$ cat config.mk
export PLATFORM = sky130hd
export DESIGN_NAME = pmos_bus_arbiter_flat
export DESIGN_NICKNAME = d
export VERILOG_FILES = /design/src/rtl/pmos_arb_pkg.sv /design/src/rtl/pmos_bus_arbiter_if.sv /design/src/rtl/pmos_arb_rr_pick.sv /design/src/rtl/pmos_bus_arbiter.sv /design/src/flat_wrapper.sv
export SDC_FILE = /design/constraint.sdc
export NUM_CORES = 1
export LEC_CHECK = 0
export ABC_CLOCK_PERIOD_IN_PS = 2690
export CELL_PAD_IN_SITES_DETAIL_PLACEMENT = 1
export CELL_PAD_IN_SITES_GLOBAL_PLACEMENT = 2
export CORE_ASPECT_RATIO = 0.75
export CORE_MARGIN = 2
export CORE_UTILIZATION = 28
export DETAILED_ROUTE_END_ITERATION = 16
export MAX_ROUTING_LAYER = met4
export PLACE_DENSITY = 0.74
export REMOVE_ABC_BUFFERS = 1
export SYNTH_ARGS = -nofsm -noshare
export SYNTH_HDL_FRONTEND = slang
export SYNTH_SLANG_ARGS = --single-unit
$ cat constraint.sdc
create_clock -name clk -period 2.69 [get_ports clk]
set_clock_uncertainty 0.2 [all_clocks]
set_input_delay 0.807 -clock clk [delete_from_list [all_inputs] [get_ports clk]]
set_output_delay 0.807 -clock clk [all_outputs]
set_load 0.005 [all_outputs]
$ cat src/rtl/pmos_arb_pkg.sv
// Shared types, parameter bounds and sizing helpers for the pmos bus arbiter.
package pmos_arb_pkg;

  typedef enum logic [1:0] {
    StIdle,
    StGrant,
    StDead
  } arb_state_e;

  localparam int unsigned NReqMin       = 2;
  localparam int unsigned NReqMax       = 16;
  localparam int unsigned DeadCyclesMin = 1;
  localparam int unsigned DeadCyclesMax = 15;
  localparam int unsigned MaxHoldMin    = 1;

  // Bits needed for a counter that must reach max_val.
  function automatic int unsigned cnt_width(int unsigned max_val);
    return (max_val < 1) ? 1 : $clog2(max_val + 1);
  endfunction

endpackage

$ cat src/rtl/pmos_bus_arbiter_if.sv
// Requester/arbiter bundle: level-held requests in, registered gate controls out.
interface pmos_bus_arbiter_if #(
  parameter int unsigned N_REQ = 4
);
  localparam int unsigned IdxW = $clog2(N_REQ);

  logic [N_REQ-1:0] req;
  logic [N_REQ-1:0] gnt;
  logic [N_REQ-1:0] gate_n;
  logic             busy;
  logic [IdxW-1:0]  owner;
  logic             timeout_err;

  modport master (
    input  req,
    output gnt,
    output gate_n,
    output busy,
    output owner,
    output timeout_err
  );

  modport slave (
    output req,
    input  gnt,
    input  gate_n,
    input  busy,
    input  owner,
    input  timeout_err
  );

endinterface

$ cat src/rtl/pmos_arb_rr_pick.sv
// Rotating-priority picker: first set request strictly after `last`, wrapping modulo N_REQ.
module pmos_arb_rr_pick #(
  parameter int unsigned  N_REQ = 4,
  localparam int unsigned IdxW  = $clog2(N_REQ)
) (
  input  logic [N_REQ-1:0] req,
  input  logic [IdxW-1:0]  last,
  output logic             valid,
  output logic [IdxW-1:0]  idx
);

  int unsigned cand;

  // Walk from the farthest candidate inward so the nearest one wins.
  always_comb begin
    valid = 1'b0;
    idx   = last;
    cand  = 0;
    for (int off = N_REQ; off > 0; off--) begin
      cand = (32'(last) + 32'(off)) % N_REQ;
      if (req[IdxW'(cand)]) begin
        valid = 1'b1;
        idx   = IdxW'(cand);
      end
    end
  end

endmodule

$ cat src/rtl/pmos_bus_arbiter.sv
// Round-robin owner sequencing for pmos pass gates with break-before-make dead cycles.
// Optional forced release after MAX_HOLD grant cycles when PMOS_ARB_TIMEOUT_EN is defined.
module pmos_bus_arbiter
  import pmos_arb_pkg::*;
#(
  parameter int unsigned N_REQ       = 4,
  parameter int unsigned DEAD_CYCLES = 1,
  parameter int unsigned MAX_HOLD    = 16
) (
  input logic                clk,
  input logic                rst_n,
  pmos_bus_arbiter_if.master bus
);

  localparam int unsigned IdxW  = $clog2(N_REQ);
  localparam int unsigned DeadW = cnt_width(DEAD_CYCLES);

  arb_state_e       state_q, state_d;
  logic [N_REQ-1:0] gnt_q, gnt_d;
  logic [N_REQ-1:0] gate_n_q;
  logic [N_REQ-1:0] eligible;
  logic [IdxW-1:0]  owner_q, owner_d;
  logic [IdxW-1:0]  pick_idx;
  logic             pick_valid;
  logic [DeadW-1:0] dead_cnt_q, dead_cnt_d;

`ifdef PMOS_ARB_TIMEOUT_EN
  localparam int unsigned HoldW = cnt_width(MAX_HOLD);

  logic [HoldW-1:0] hold_cnt_q, hold_cnt_d;
  logic [N_REQ-1:0] blocked_q, blocked_d;
  logic             terr_q, terr_d;

  // A timed-out requester stays ineligible until it has dropped its request.
  assign eligible = bus.req & ~blocked_q;
`else
  assign eligible = bus.req;
`endif

  pmos_arb_rr_pick #(
    .N_REQ (N_REQ)
  ) u_pick (
    .req   (eligible),
    .last  (owner_q),
    .valid (pick_valid),
    .idx   (pick_idx)
  );

  always_comb begin
    state_d    = state_q;
    gnt_d      = gnt_q;
    owner_d    = owner_q;
    dead_cnt_d = dead_cnt_q;
`ifdef PMOS_ARB_TIMEOUT_EN
    hold_cnt_d = hold_cnt_q;
    terr_d     = 1'b0;
    blocked_d  = blocked_q & bus.req;
`endif
    unique case (state_q)
      StIdle: begin
        if (pick_valid) begin
          gnt_d           = '0;
          gnt_d[pick_idx] = 1'b1;
          owner_d         = pick_idx;
          state_d         = StGrant;
`ifdef PMOS_ARB_TIMEOUT_EN
          hold_cnt_d      = '0;
`endif
        end
      end
      StGrant: begin
        if (!bus.req[owner_q]) begin
          gnt_d      = '0;
          dead_cnt_d = '0;
          state_d    = StDead;
        end
`ifdef PMOS_ARB_TIMEOUT_EN
        else if (hold_cnt_q == HoldW'(MAX_HOLD - 1)) begin
          gnt_d              = '0;
          dead_cnt_d         = '0;
          state_d            = StDead;
          terr_d             = 1'b1;
          blocked_d[owner_q] = 1'b1;
        end else begin
          hold_cnt_d = hold_cnt_q + 1'b1;
        end
`endif
      end
      StDead: begin
        if (dead_cnt_q == DeadW'(DEAD_CYCLES - 1)) begin
          state_d = StIdle;
        end else begin
          dead_cnt_d = dead_cnt_q + 1'b1;
        end
      end
      default: state_d = StIdle;
    endcase
  end

  always_ff @(posedge clk or negedge rst_n) begin
    if (!rst_n) begin
      state_q    <= StIdle;
      gnt_q      <= '0;
      gate_n_q   <= '1;
      owner_q    <= IdxW'(N_REQ - 1);
      dead_cnt_q <= '0;
    end else begin
      state_q    <= state_d;
      gnt_q      <= gnt_d;
      gate_n_q   <= ~gnt_d;
      owner_q    <= owner_d;
      dead_cnt_q <= dead_cnt_d;
    end
  end

`ifdef PMOS_ARB_TIMEOUT_EN
  always_ff @(posedge clk or negedge rst_n) begin
    if (!rst_n) begin
      hold_cnt_q <= '0;
      blocked_q  <= '0;
      terr_q     <= 1'b0;
    end else begin
      hold_cnt_q <= hold_cnt_d;
      blocked_q  <= blocked_d;
      terr_q     <= terr_d;
    end
  end

  assign bus.timeout_err = terr_q;
`else
  assign bus.timeout_err = 1'b0;
`endif

  assign bus.gnt    = gnt_q;
  assign bus.gate_n = gate_n_q;
  assign bus.busy   = (state_q != StIdle);
  assign bus.owner  = owner_q;

  // At most one pmos may conduct, and the gate drive must mirror the grant exactly.
  a_one_gate: assert property (@(posedge clk) disable iff (!rst_n)
    $onehot0(gnt_q) && (gate_n_q == ~gnt_q));

  a_params_legal: assert property (@(posedge clk)
    (N_REQ >= NReqMin) && (N_REQ <= NReqMax) &&
    (DEAD_CYCLES >= DeadCyclesMin) && (DEAD_CYCLES <= DeadCyclesMax) &&
    (MAX_HOLD >= MaxHoldMin));

endmodule

$ cat src/flat_wrapper.sv
// flat-port wrapper written by rule: the top's interface ports become plain ports
module pmos_bus_arbiter_flat import pmos_arb_pkg::*;
#(
  parameter int unsigned N_REQ       = 4,
  parameter int unsigned DEAD_CYCLES = 1,
  parameter int unsigned MAX_HOLD    = 16
)
  (clk, rst_n, bus_req, bus_gnt, bus_gate_n, bus_busy, bus_owner, bus_timeout_err);
  pmos_bus_arbiter_if #(.N_REQ(N_REQ)) bus_i ();
  input logic clk;
  input logic rst_n;
  input wire logic [$bits(bus_i.req)-1:0] bus_req;
  output wire logic [$bits(bus_i.gnt)-1:0] bus_gnt;
  output wire logic [$bits(bus_i.gate_n)-1:0] bus_gate_n;
  output wire logic [$bits(bus_i.busy)-1:0] bus_busy;
  output wire logic [$bits(bus_i.owner)-1:0] bus_owner;
  output wire logic [$bits(bus_i.timeout_err)-1:0] bus_timeout_err;
  assign bus_i.req = bus_req;
  assign bus_gnt = bus_i.gnt;
  assign bus_gate_n = bus_i.gate_n;
  assign bus_busy = bus_i.busy;
  assign bus_owner = bus_i.owner;
  assign bus_timeout_err = bus_i.timeout_err;
  pmos_bus_arbiter #(.N_REQ(N_REQ), .DEAD_CYCLES(DEAD_CYCLES), .MAX_HOLD(MAX_HOLD)) u_core (.clk(clk), .rst_n(rst_n), .bus(bus_i));
endmodule
==> results.json <==
{
  "finalHoldViolCount": 0,
  "fin_nets": 83,
  "core.rowCount": 14,
  "avgSynthCellArea_um2": 11.9,
  "clkSinkCount": 12,
  "rsz0062_at_grt": "false",
  "overflow": 0,
  "critPathLaunch": "bus_req[3]",
  "ys_seq_area_frac": 0.499,
  "post_cts_resized": 0,
  "critical_path_class": "in2reg",
  "ir_worst_vdd_uv": 555,
  "cp.arrival_ps": 2410,
  "fill_cells": 230,
  "dr.pass1.iters": 3,
  "cts_buffer_depth": 2,
  "postRouteAntennaNets": 0,
  "root_buffer": "clkbuf_4",
  "cts_tree": "yes",
  "fin_crit_sh": 0.909,
  "synth-warning-count": 0,
  "cp-end-kind": "flip-flop",
  "num_vias": 493,
  "power_density_nw_per_um2": 1180,
  "start_util": 0.301,
  "synthToLayoutAreaGrowth_pct": 38.7,
  "synth_area_um2": 617,
  "yosysTopAreaCellShare": 0.256,
  "whs_ps": 243,
  "diodes": 0,
  "dieArea_um2": 2600,
  "startpoint_type": "primary input",
  "cpPeakStageDelay_ps": 510,
  "hold_buffers": 0,
  "r2r_cells": 3,
  "drc": 0,
  "numCtsBuffers": 3,
  "seq_area_um2": 308,
  "path_cells": "clkdlybuf4s50_1, mux4_2, or3_4, a31o_1",
  "antenna_found_initial": 0,
  "drt_wl_total_um": 1370,
  "postLayoutCoreUtil": 0.418,
  "design_area_um2": 856,
  "r2r_start": "u_core.bus.owner[1]$_DFFE_PN1P_",
  "multi_input_area_um2": 268,
  "static-leakage-power_nw": 0.372,
  "syn_inst": 52,
  "h-tree-depth": 1,
  "critPathSlowestCell": "mux4_2",
  "io_buffers": 16,
  "finalSetupViolCount": 0,
  "max-cap-violations": 0,
  "slew_headroom": 0.650,
  "track_usage": 0.135,
  "final_cell_count_no_fill": 100,
  "core_um2": 2050,
  "status": "completed",
  "dpl.cell_count": 96,
  "holdCritPathClass": "reg2reg",
  "yosys.area.top_type": "dfstp_2",
  "netlist_top_cells_area": "dfstp_2 26%, dfrtp_1 24%, buf_6 3.7%, mux4_2 3.7%, mux2i_1 3.2%",
  "clk_latency_ps": 270,
  "grt_pass1_vias": 505,
  "critPathMaxFanout": 5,
  "synth_seq_cells": 12,
  "chipHeight_um": 44.7,
  "crit_required_ps": 2650,
  "num_io_pins": 18,
  "drt_iter0_markers": 9,
  "fp.dieW_um": 58.2,
  "worst_pin_slew_ps": 524,
  "grt_max_degree": 13,
  "period_minus_slack_ps": 2450,
  "drive_gt1_frac": 0.329,
  "synthDistinctLibCells": 33,
  "place_hpwl_um": 1060,
  "maxSlewViolCount": 0,
  "via_per_inst": 4.93,
  "wl_per_cell_um": 13.7,
  "gp_congestion": 0.718,
  "cts.clk_slew.worst_paths_ps": 70,
  "post-cts-setup-buffers": 0,
  "grt_pass1_wl_um": 2410,
  "max_freq_ghz": 0.409,
  "whs_path_depth": 1,
  "placed_cell_area_um2": 830
}
-- synthesized netlist by cell type (all sizes together) --
library cell	instances
a21boi	1
a21o	2
a21oi	1
a221oi	1
a2bb2oi	2
a31o	2
a31oi	2
and2b	1
and3b	1
buf	3
conb	1
dfrtp	6
dfstp	6
inv	3
mux2i	2
mux4	1
nand2	1
nand2b	1
nor2	2
nor3	2
nor3b	1
nor4	1
o21ai	1
o2bb2ai	2
o31a	1
o31ai	1
or2	2
or3	2
-- cells by family after synthesis --
logic type | count (synthesis) | share of synthesized area
buffers and inverters | 6 | 0.0669
and+or+nand+nor | 14 | 0.156
DFF | 12 | 0.499
other | 1 | 0.00608
muxes | 3 | 0.0690
AOI/OAI and AO/OA | 16 | 0.203
-- per-layer routing --
metal  wire, um  vias up  track usage  part of all wire
li1           -      242            -                 -
met1        651      233        0.174              0.48
met2        618       13        0.189              0.45
met3         84        5       0.0614             0.061
met4         12        0       0.0419            0.0088
met5          0        -            -                 0
-- worst paths after layout --
kind / end / slack, ps
max in group asynchronous: u_core.bus.gate_n[2]$_DFF_PN1_ / 1250
setup / recovery: flip-flop / 240
hold / removal: u_core.bus.gate_n[0]$_DFF_PN1_ / 240
setup reg to reg: flip-flop / 610
min in group asynchronous: u_core.state_q[0]$_DFFE_PN0P_ / 680
hold reg to reg: u_core.bus.gate_n[0]$_DFF_PN1_ / 240
-- cell type report --
type	instances	area share
clock buffer	4	0.0307
tap	24	0.0351
inverter	3	0.0132
sequential	12	0.360
timing repair buffer	23	0.249
multi-input combinational	34	0.313
-- critical path: cells and delay by family --
| kind | cells | cell delay (ps) |
|---|---|---|
| and+or+nand+nor | 1 | 370 |
| muxes | 1 | 510 |
| buffers and inverters | 1 | 480 |
| AOI/OAI and AO/OA | 1 | 230 |
-- where the power goes --
part	switching [W]	total, W	internal (W)
combinational	0.000202	0.000525	0.000324
clock	0.0000565	0.000114	0.0000575
sequential	0.0000737	0.000366	0.000293
-- cells in the final DEF (no fill, tap or decap), types with 3 or more instances in the layout --
| cell type | n |
|---|---|
| dfrtp_1 | 6 |
| inv_1 | 3 |
| clkdlybuf4s50_1 | 16 |
| buf_4 | 7 |
| dfstp_2 | 6 |
| clkbuf_4 | 3 |
-- metrics by stage --
stage               worst slack [ps]  TNS (ps)  power, W
global route                     168         0   0.00109
finish                           245         0   0.00101
CTS                              231         0   0.00102
global placement                11.8         0  0.000891
detailed placement             -23.3     -40.6  0.000899
floorplan                        524         0  0.000617
Power figures use the tool's default switching activity.
